File: config.mk
export PLATFORM = sky130hd
export DESIGN_NAME = pressed_event_gen
export DESIGN_NICKNAME = d
export VERILOG_FILES = /design/src/rtl/pressed_event_pkg.sv /design/src/rtl/pressed_event_gen_key_chan.sv /design/src/rtl/pressed_event_gen.sv
export SDC_FILE = /design/constraint.sdc
export NUM_CORES = 1
export LEC_CHECK = 0
export ABC_AREA = 1
export CAP_MARGIN = 20
export CORE_MARGIN = 2
export CORE_UTILIZATION = 50
export DETAILED_ROUTE_END_ITERATION = 6
export HOLD_SLACK_MARGIN = 0.02
export PLACE_DENSITY = 0.73
export SETUP_SLACK_MARGIN = 0.5
export SLEW_MARGIN = 15
export SYNTH_ARGS = -nofsm -noshare
export SYNTH_HDL_FRONTEND = slang
export SYNTH_SLANG_ARGS = --single-unit
File: constraint.sdc
create_clock -name clk_out -period 1.25 [get_ports clk_out]
set_clock_uncertainty 0.1 [all_clocks]
set_input_delay 0.25 -clock clk_out [delete_from_list [all_inputs] [get_ports clk_out]]
set_output_delay 0.25 -clock clk_out [all_outputs]
set_load 0.005 [all_outputs]
File: src/rtl/pressed_event_pkg.sv
// Shared constants and helpers for the push-button front end.
package pressed_event_pkg;

    localparam int N_CH_DEF        = 4;
    localparam int ACT_LOW_DEF     = 0;
    localparam int DEB_CYCLES_DEF  = 4;
    localparam int HOLD_CYCLES_DEF = 16;
    localparam int RST_CH_DEF      = 0;
    localparam int RST_PULSE_DEF   = 8;

    localparam logic RG_IDLE   = 1'b0;
    localparam logic RG_ACTIVE = 1'b1;

    function automatic int clog2(input int v);
        int r;
        r = 0;
        while ((1 << r) < v) begin
            r = r + 1;
        end
        return r;
    endfunction

endpackage

File: src/rtl/pressed_event_gen_key_chan.sv
// One key channel: synchroniser, polarity fix, debounce,
// hold timer and press/release/long strobes.
module key_chan
    import pressed_event_pkg::*;
#(
    parameter int ACT_LOW     = ACT_LOW_DEF,
    parameter int DEB_CYCLES  = DEB_CYCLES_DEF,
    parameter int HOLD_CYCLES = HOLD_CYCLES_DEF
) (
    input  logic clk_out,
    input  logic reset_n,
    input  logic in_trig,
    output logic key_level,
    output logic key_press,
    output logic key_release,
    output logic key_long
);

    localparam int CW = clog2(DEB_CYCLES + 1);
    localparam int HW = clog2(HOLD_CYCLES + 1);
    localparam logic [CW-1:0] CNT_LAST  = CW'(DEB_CYCLES - 1);
    localparam logic [HW-1:0] HOLD_LAST = HW'(HOLD_CYCLES - 1);
    localparam logic POL = (ACT_LOW != 0);

    logic sync1_q, sync2_q;
    logic level_q, level_d;
    logic press_q, press_d;
    logic release_q, release_d;
    logic long_q, long_d;
    logic fired_q, fired_d;
    logic [CW-1:0] cnt_q, cnt_d;
    logic [HW-1:0] hcnt_q, hcnt_d;
    logic s;
    logic toggle;

    assign s      = sync2_q ^ POL;
    assign toggle = (s != level_q) && (cnt_q == CNT_LAST);

    always_comb begin
        cnt_d     = cnt_q;
        level_d   = level_q;
        hcnt_d    = hcnt_q;
        fired_d   = fired_q;
        long_d    = 1'b0;
        press_d   = toggle & ~level_q;
        release_d = toggle & level_q;

        if (s == level_q) begin
            cnt_d = '0;
        end else if (toggle) begin
            cnt_d   = '0;
            level_d = ~level_q;
        end else begin
            cnt_d = cnt_q + 1'b1;
        end

        // a release on this edge wins over a would-be long strobe
        if (press_d) begin
            hcnt_d = '0;
        end else if (release_d) begin
            hcnt_d  = '0;
            fired_d = 1'b0;
        end else if (level_q && !fired_q) begin
            hcnt_d = hcnt_q + 1'b1;
            if (hcnt_q == HOLD_LAST) begin
                long_d  = 1'b1;
                fired_d = 1'b1;
            end
        end
    end

    always_ff @(posedge clk_out or negedge reset_n) begin
        if (!reset_n) begin
            sync1_q   <= 1'b0;
            sync2_q   <= 1'b0;
            level_q   <= 1'b0;
            press_q   <= 1'b0;
            release_q <= 1'b0;
            long_q    <= 1'b0;
            fired_q   <= 1'b0;
            cnt_q     <= '0;
            hcnt_q    <= '0;
        end else begin
            sync1_q   <= in_trig;
            sync2_q   <= sync1_q;
            level_q   <= level_d;
            press_q   <= press_d;
            release_q <= release_d;
            long_q    <= long_d;
            fired_q   <= fired_d;
            cnt_q     <= cnt_d;
            hcnt_q    <= hcnt_d;
        end
    end

    assign key_level   = level_q;
    assign key_press   = press_q;
    assign key_release = release_q;
    assign key_long    = long_q;

endmodule

File: src/rtl/pressed_event_gen.sv
// Multi-channel push-button front end with a stretched
// system reset driven by block reset or a long press.
module pressed_event_gen
    import pressed_event_pkg::*;
#(
    parameter int N_CH        = N_CH_DEF,
    parameter int ACT_LOW     = ACT_LOW_DEF,
    parameter int DEB_CYCLES  = DEB_CYCLES_DEF,
    parameter int HOLD_CYCLES = HOLD_CYCLES_DEF,
    parameter int RST_CH      = RST_CH_DEF,
    parameter int RST_PULSE   = RST_PULSE_DEF
) (
    input  logic            clk_out,
    input  logic            reset_n,
    input  logic [N_CH-1:0] in_trig,
    output logic [N_CH-1:0] key_level,
    output logic [N_CH-1:0] key_press,
    output logic [N_CH-1:0] key_release,
    output logic [N_CH-1:0] key_long,
    output logic            sys_rst_n
);

    localparam int RW = clog2(RST_PULSE + 1);
    localparam logic [RW-1:0] PULSE = RW'(RST_PULSE);

    for (genvar g = 0; g < N_CH; g++) begin : g_ch
        key_chan #(
            .ACT_LOW    (ACT_LOW),
            .DEB_CYCLES (DEB_CYCLES),
            .HOLD_CYCLES(HOLD_CYCLES)
        ) u_chan (
            .clk_out    (clk_out),
            .reset_n    (reset_n),
            .in_trig    (in_trig[g]),
            .key_level  (key_level[g]),
            .key_press  (key_press[g]),
            .key_release(key_release[g]),
            .key_long   (key_long[g])
        );
    end

    logic          state_q, state_d;
    logic [RW-1:0] rcnt_q, rcnt_d;
    logic          srst_q, srst_d;

    always_comb begin
        state_d = state_q;
        rcnt_d  = rcnt_q;
        srst_d  = srst_q;
        case (state_q)
            RG_IDLE: begin
                if (key_long[RST_CH]) begin
                    state_d = RG_ACTIVE;
                    rcnt_d  = PULSE;
                    srst_d  = 1'b0;
                end
            end
            RG_ACTIVE: begin
                // a long press while active stretches the pulse
                if (key_long[RST_CH]) begin
                    rcnt_d = PULSE;
                end else begin
                    rcnt_d = rcnt_q - 1'b1;
                    if (rcnt_q == RW'(1)) begin
                        srst_d  = 1'b1;
                        state_d = RG_IDLE;
                    end
                end
            end
        endcase
    end

    always_ff @(posedge clk_out or negedge reset_n) begin
        if (!reset_n) begin
            state_q <= RG_ACTIVE;
            rcnt_q  <= PULSE;
            srst_q  <= 1'b0;
        end else begin
            state_q <= state_d;
            rcnt_q  <= rcnt_d;
            srst_q  <= srst_d;
        end
    end

    assign sys_rst_n = srst_q;

endmodule

==> impl_metrics.json, run 1 <==
{
  "setup_ws_ns": -0.0886,
  "synth_top_area_cell": "dfrtp_1",
  "yosys-top-cells-area": "dfrtp_1, nand2_1, ha_1",
  "drive_gt1_share_pct": 56.8,
  "finalCriticalPeriod_ns": 1.34,
  "yosys.area.top_type_share_pct": 53.2,
  "grt_pass1_vias": 2323,
  "path_clk_slew_ns": 0.07,
  "timing.fmax_mhz": 747,
  "powerDensity_nw_per_um2": 2180,
  "clock_latency_ns": 0.35,
  "min_path_type": "input pin to async pin",
  "layout_worst_path_cycle_share_pct": 107,
  "maxSlewViolCount": 0,
  "violations": "hold timing, setup timing",
  "worst_ep_arrival_time_ns": 1.53,
  "dr_wl_met2_um": 3630,
  "io_pins": 23,
  "outcome": "finished, violations left",
  "dr.pass1.iters": 4,
  "core_um2": 5850,
  "met1_length_um": 2600,
  "synth_seq_cells": 66,
  "tightest_slew_ns": 0.336,
  "fp.dieH_um": 81.6,
  "cts_buffer_depth": 2,
  "cp-start-kind": "flip-flop",
  "ys_types": 28,
  "rows": 28,
  "gp_congestion": 0.785,
  "tns_ns": -0.682,
  "swShare_pct": 38.2,
  "grt_pass1_wl_um": 9990,
  "diodes": 0,
  "wl_um": 6690,
  "p_int_mw": 5.87,
  "synth-simple-area-share_pct": 25.1,
  "finalHoldViolations": 64,
  "die_x_um": 81.6,
  "syn_avg_cell_area_um2": 9.49,
  "drc": 0,
  "cp_max_fo": 2,
  "finalSetupViolCount": 20,
  "htree_levels": 3,
  "dr_wl_met3_um": 223,
  "final_common_cell": "dfrtp_1",
  "synth-edff-count": 0,
  "highest_layer": "met4",
  "cp-end-kind": "flip-flop",
  "die-area_um2": 6650,
  "vias_per_cell": 5.03,
  "syn_nets": 337,
  "area_delta_synth_final_pct": 44.7,
  "fin_area_um2": 4350,
  "grt-ovfl-total": 0,
  "synth_area_um2": 3010,
  "cp-startpoint": "g_ch[1].u_chan.hcnt_q[1]",
  "peakVddDrop_v": 0.00131,
  "synthXorXnorAreaFrac_pct": 0.291,
  "io_buffer_count": 22,
  "seq_area_um2": 1660,
  "antenna_left": 0,
  "dpl_cell_area_um2": 3430,
  "fillers": 333,
  "multi_input_area_um2": 1540,
  "maxSlewHeadroom_pct": 77.6,
  "p_seq_share_pct": 33.6,
  "rsz0062_at_grt": "true",
  "numCtsBuffers": 9,
  "start_util_pct": 51.4,
  "combPwrFrac_pct": 48.3,
  "synth_mux_area_share_pct": 0,
  "crit_required_ns": 1.44,
  "cts_sinks": 66,
  "synth_top_family_by_area": "simple AND/OR/NAND/NOR gates",
  "antenna_found_initial": 0,
  "via_count": 2368,
  "grt_util_all_layers_pct": 20.1,
  "synth-compound-area-share_pct": 3.83,
  "power.share.clock_pct": 18.1,
  "switching_power_mw": 3.63,
  "synth-main-ff-cell": "dfrtp_1",
  "wire_per_inst_um": 14.2,
  "p_leak_nw": 2.11,
  "timing.rr.start": "g_ch[1].u_chan.hcnt_q[1]",
  "async_flop_share_pct": 100,
  "final_nets": 411,
  "hold_ws_ns": -0.192,
  "grt_max_degree": 67,
  "yosysSeqAreaShare_pct": 55.0,
  "clockRootBuffer": "clkbuf_8",
  "cap_violations": 0,
  "mostFrequentLayoutCells": "dfrtp_1, buf_4, nand2_1",
  "hpwl_um": 3380,
  "path_class": "flip-flop to flip-flop",
  "syn_inst": 317,
  "synthAdderAreaFrac_pct": 5.82,
  "dp_slack_ns": -0.0660,
  "cts_tree": "built",
  "drtIter0Drc": 98,
  "ys_warn_count": 0
}
## power groups by stage
| stage | combinational, mW | clock [mW] | sequential [mW] |
|---|---|---|---|
| floorplan | 1.96 | 0 | 3.21 |
| global placement | 2.71 | 0 | 3.14 |
| detailed placement | 2.83 | 0 | 3.18 |
| CTS | 3.63 | 1.74 | 3.16 |
| global route | 5.00 | 1.83 | 3.25 |
| finish | 4.59 | 1.72 | 3.19 |
## final cells by class
cell class              count  area share, %
flip-flops and latches     66           38.0
multi-input cells         190           35.4
repair buffers             76           14.7
clock inverters             2          0.230
clock buffers              14           4.20
well taps                  75           2.16
inverters                  48           5.32
## cells in the mapped netlist (2+ instances only)
library cell,n
a21oi_1,5
nor2_1,32
nor2_2,6
o21ai_0,4
nand3_1,29
dfrtp_1,64
buf_4,16
ha_1,14
nand2_4,7
a21oi_2,2
inv_1,38
nor3_1,6
nand2_2,9
clkinv_1,3
o21ai_1,6
nand3b_1,7
dfstp_2,2
nor2_4,2
inv_2,6
nand2_1,51
## through the flow
step	util, %	instances	power, mW
final	74.4	471	9.50
after global routing	74.4	471	10.1
after CTS	67.8	454	8.53
after detailed placement	58.6	414	6.01
after global placement	58.6	414	5.85
after floorplan	-	317	5.17
## logic make-up (layout without fill, tap and decap cells)
kind of cell,after synthesis,after routing
AO/OA/AOI/OAI,20,20
adder cells (fa/ha/maj),14,14
XOR/XNOR,1,1
buffers and inverters,64,140
flip-flops,66,66
AND/OR/NAND/NOR,152,155
## metal layers
| metal | global-route usage [%] | up-vias |
|---|---|---|
| li1 | - | 1134 |
| met1 | 23.5 | 1164 |
| met2 | 33.4 | 51 |
| met3 | 3.74 | 19 |
| met4 | 13.8 | 0 |
| met5 | 0 | - |
## state kept, by name, summed over array words and instances (netlist names)
register,cells
g_ch.u_chan.cnt_q,12
g_ch.u_chan.key_press,4
g_ch.u_chan.fired_q,4
g_ch.u_chan.hcnt_q,20
g_ch.u_chan.s,4
g_ch.u_chan.key_level,4
sys_rst_n,1
rcnt_q,4
g_ch.u_chan.sync1_q,4
state_q,1
g_ch.u_chan.key_release,4
g_ch.u_chan.key_long,4
## worst max-delay path: stages (launching register included)
cell	delay, ns
dfrtp_1	0.39
ha_2	0.19
nand2_1	0.06
nor2_1	0.05
ha_1	0.27
nand3b_1	0.16
nand2_1	0.06
## worst paths after layout
path / cells past startpoint / end / slack, ns
min reg2reg: 0 / g_ch[0].u_chan.s / 0.25
max: 6 / g_ch[1].u_chan.hcnt_q[4] / -0.09
min in group clk_out: 1 / g_ch[1].u_chan.sync1_q / 0.24
max reg2reg: 6 / g_ch[1].u_chan.hcnt_q[4] / -0.09
min: 2 / g_ch[3].u_chan.key_release / -0.19
max in group asynchronous: 2 / rcnt_q[3] / 0.92
## what timing repair did
item                                   4_1_cts  5_1_grt
endpoints found under the hold margin       64       64
resized for setup                          123       69
setup buffers                               22       16
cloned                                       2        1
setup endpoints to repair                   75       75
pin swaps                                   29       35
Power figures use the tool's default switching activity.
==> run 2, diff against run 1 <==
--- a/config.mk
+++ b/config.mk
@@ -16,4 +16,5 @@
 export SLEW_MARGIN = 15
 export SYNTH_ARGS = -nofsm -noshare
 export SYNTH_HDL_FRONTEND = slang
+export SYNTH_HIERARCHICAL = 1
 export SYNTH_SLANG_ARGS = --single-unit
==> impl_metrics.json, run 2 <==
{
  "outcome": "finished, violations left",
  "violations": "hold timing, setup timing",
  "reg_top3": "g_ch.u_chan/hcnt_q (20), g_ch.u_chan/cnt_q (12)",
  "cts_buffer_depth": 2,
  "fin_util_pct": 77.8,
  "dr.pass1.iters": 4,
  "async_flop_share_pct": 100,
  "cts_tree": "built",
  "fp.dieH_um": 80.8,
  "finalHoldViolations": 66,
  "synth_seq_cells": 66,
  "gp_congestion": 0.769,
  "drtIter0Drc": 77,
  "clockRootBuffer": "clkbuf_8",
  "worst_ep_arrival_time_ns": 1.52,
  "finalCriticalPeriod_ns": 1.33,
  "cts_sinks": 66,
  "multi_input_area_um2": 1680,
  "path_clk_slew_ns": 0.07,
  "synth_area_um2": 2950,
  "drive_gt1_share_pct": 56.8,
  "crit_required_ns": 1.43,
  "yosysSeqAreaShare_pct": 56.1,
  "syn_nets": 333,
  "io_buffer_count": 22,
  "grt_pass1_wl_um": 9960,
  "rows": 27,
  "antenna_left": 0,
  "tns_ns": -0.251,
  "cap_violations": 0,
  "path_class": "flip-flop to flip-flop",
  "synth_common_cells": "nand2_1, dfrtp_1, inv_1, nor2_1, ha_1",
  "maxSlewViolCount": 0,
  "ys_warn_count": 6,
  "hpwl_um": 3490,
  "min_path_type": "input pin to async pin",
  "numCtsBuffers": 9,
  "final_common_cell": "dfrtp_1",
  "yosysMostFrequentCell": "nand2_1",
  "start_util_pct": 52.6,
  "switching_power_mw": 3.65,
  "ys_types": 20,
  "grt_util_met3_pct": 4.78,
  "area_delta_synth_final_pct": 48.0,
  "grt.busiest_layer": "met2",
  "swShare_pct": 38.5,
  "grtUsageMet2_pct": 35.7,
  "largest_reg_flops": 20,
  "grt_util_all_layers_pct": 20.4,
  "rsz0062_at_grt": "true",
  "synth-main-ff-cell": "dfrtp_1",
  "drc": 0,
  "die_x_um": 80.8,
  "combPwrFrac_pct": 50.5,
  "via_count": 2290,
  "tightest_slew_ns": 0.302,
  "layout_worst_path_cycle_share_pct": 106,
  "top_register": "g_ch.u_chan/hcnt_q",
  "syn_avg_cell_area_um2": 9.43,
  "cp-start-kind": "flip-flop",
  "clock_latency_ns": 0.34,
  "antenna_found_initial": 0,
  "diodes": 0,
  "mostFrequentLayoutCells": "dfrtp_1, nand2_1, inv_2",
  "htree_levels": 3,
  "wire_per_inst_um": 14.0,
  "io_pins": 23,
  "grt_pass1_vias": 2357,
  "yosys.area.top_type_share_pct": 54.3,
  "finalSetupViolCount": 4,
  "core_um2": 5610,
  "yosys-top-cells-area": "dfrtp_1, nand2_1, ha_1",
  "peakVddDrop_v": 0.00166,
  "cp-end-kind": "flip-flop",
  "vias_per_cell": 4.99,
  "powerDensity_nw_per_um2": 2170,
  "seq_area_um2": 1660,
  "power.share.clock_pct": 16.1,
  "grt_max_degree": 31,
  "met1_usage_pct": 22.4,
  "synth_top_area_cell": "dfrtp_1",
  "fillers": 360,
  "final_nets": 405,
  "p_int_mw": 5.83,
  "syn_inst": 313,
  "timing.fmax_mhz": 751,
  "p_leak_nw": 2.14,
  "synth-edff-count": 0,
  "cp_max_fo": 2,
  "setup_ws_ns": -0.0812,
  "grt-ovfl-total": 0,
  "hold_ws_ns": -0.309,
  "maxSlewHeadroom_pct": 79.8,
  "wl_um": 6440,
  "p_seq_share_pct": 33.4,
  "die-area_um2": 6530
}
[run 2: changes by cell type in the layout (fill, tap and decap cells not counted), sizes merged, moves of 4 or more]
| cell | delta |
|---|---|
| nand3b | -7 |
| nand3 | -17 |
| inv | +4 |
| buf | -11 |
| clkinv | -4 |
| xor2 | +8 |
| nand2 | +14 |
| o21ai | -4 |
| xnor2 | +4 |
| nor2 | +5 |
[run 2: timing repair]
item | in CTS | in global routing
endpoints found under the hold margin | 66 | 41
buffers inserted | 14 | 14
pin swaps | 39 | 37
gates resized for setup | 135 | 76
setup endpoints to repair | 75 | 75
[run 2: power by group through the flow]
| stage | combinational, mW | sequential, mW | clock (mW) |
|---|---|---|---|
| floorplan | 2.16 | 3.11 | 0 |
| global placement | 2.86 | 3.11 | 0 |
| detailed placement | 2.99 | 3.13 | 0 |
| CTS | 3.61 | 3.12 | 1.57 |
| global route | 5.22 | 3.22 | 1.68 |
| finish | 4.78 | 3.17 | 1.53 |
[run 2: cell families (layout without fill, tap and decap cells)]
| group | Yosys count | after routing | share of synthesized area [%] |
|---|---|---|---|
| buf+inv | 54 | 128 | 7.89 |
| compound gates | 17 | 17 | 3.31 |
| simple gates | 149 | 149 | 21.9 |
| xor+xnor | 13 | 13 | 4.88 |
| fa+ha+maj | 14 | 14 | 5.94 |
| flops | 66 | 66 | 56.1 |
[run 2: worst paths after layout]
check	startpoint	to	slack, ns	cells past startpoint
worst max-delay path	g_ch[2].u_chan/hcnt_q[1]	g_ch[2].u_chan/hcnt_q[4]	-0.08	7
worst min-delay path	reset_n	g_ch[2].u_chan/hcnt_q[1]	-0.31	1
worst max register to register	g_ch[2].u_chan/hcnt_q[1]	g_ch[2].u_chan/hcnt_q[4]	-0.08	7
worst min register to register	g_ch[1].u_chan/sync1_q	g_ch[1].u_chan/s	0.25	0
max in group asynchronous	reset_n	g_ch[0].u_chan/s	0.91	2
min in group clk_out	in_trig[2]	g_ch[2].u_chan/sync1_q	0.25	1
[run 2: cell type report]
type | count | area share, %
repair buffers | 65 | 13.0
inverters | 50 | 4.82
multi-input cells | 193 | 38.5
flip-flops and latches | 66 | 38.0
clock buffers | 13 | 3.64
well taps | 72 | 2.06
[run 2: metal layers]
metal / share of wire [%] / wire (µm)
met1: 39 / 2530
met2: 55 / 3530
met3: 3.9 / 251
met4: 2.0 / 129
met5: 0 / 0
[run 2: through the flow]
| stage | worst slack (ns) | total power, mW | instances | cell area, µm² |
|---|---|---|---|---|
| final | -0.0812 | 9.48 | 459 | 4370 |
| after global routing | -0.145 | 10.1 | 459 | 4370 |
| after CTS | -0.116 | 8.30 | 445 | 3960 |
| after detailed placement | -0.108 | 6.11 | 418 | 3500 |
| after global placement | -0.00962 | 5.97 | 418 | 3500 |
| after floorplan | -0.00785 | 5.27 | 313 | 3110 |
[run 2: critical path, cell delays in order, from the launching register on]
cell and delay [ns]:
dfrtp_1 0.38, ha_2 0.20, inv_2 0.05, nor2_1 0.04, ha_1 0.28, o21ai_2 0.12, nand2_1 0.06, inv_1 0.04
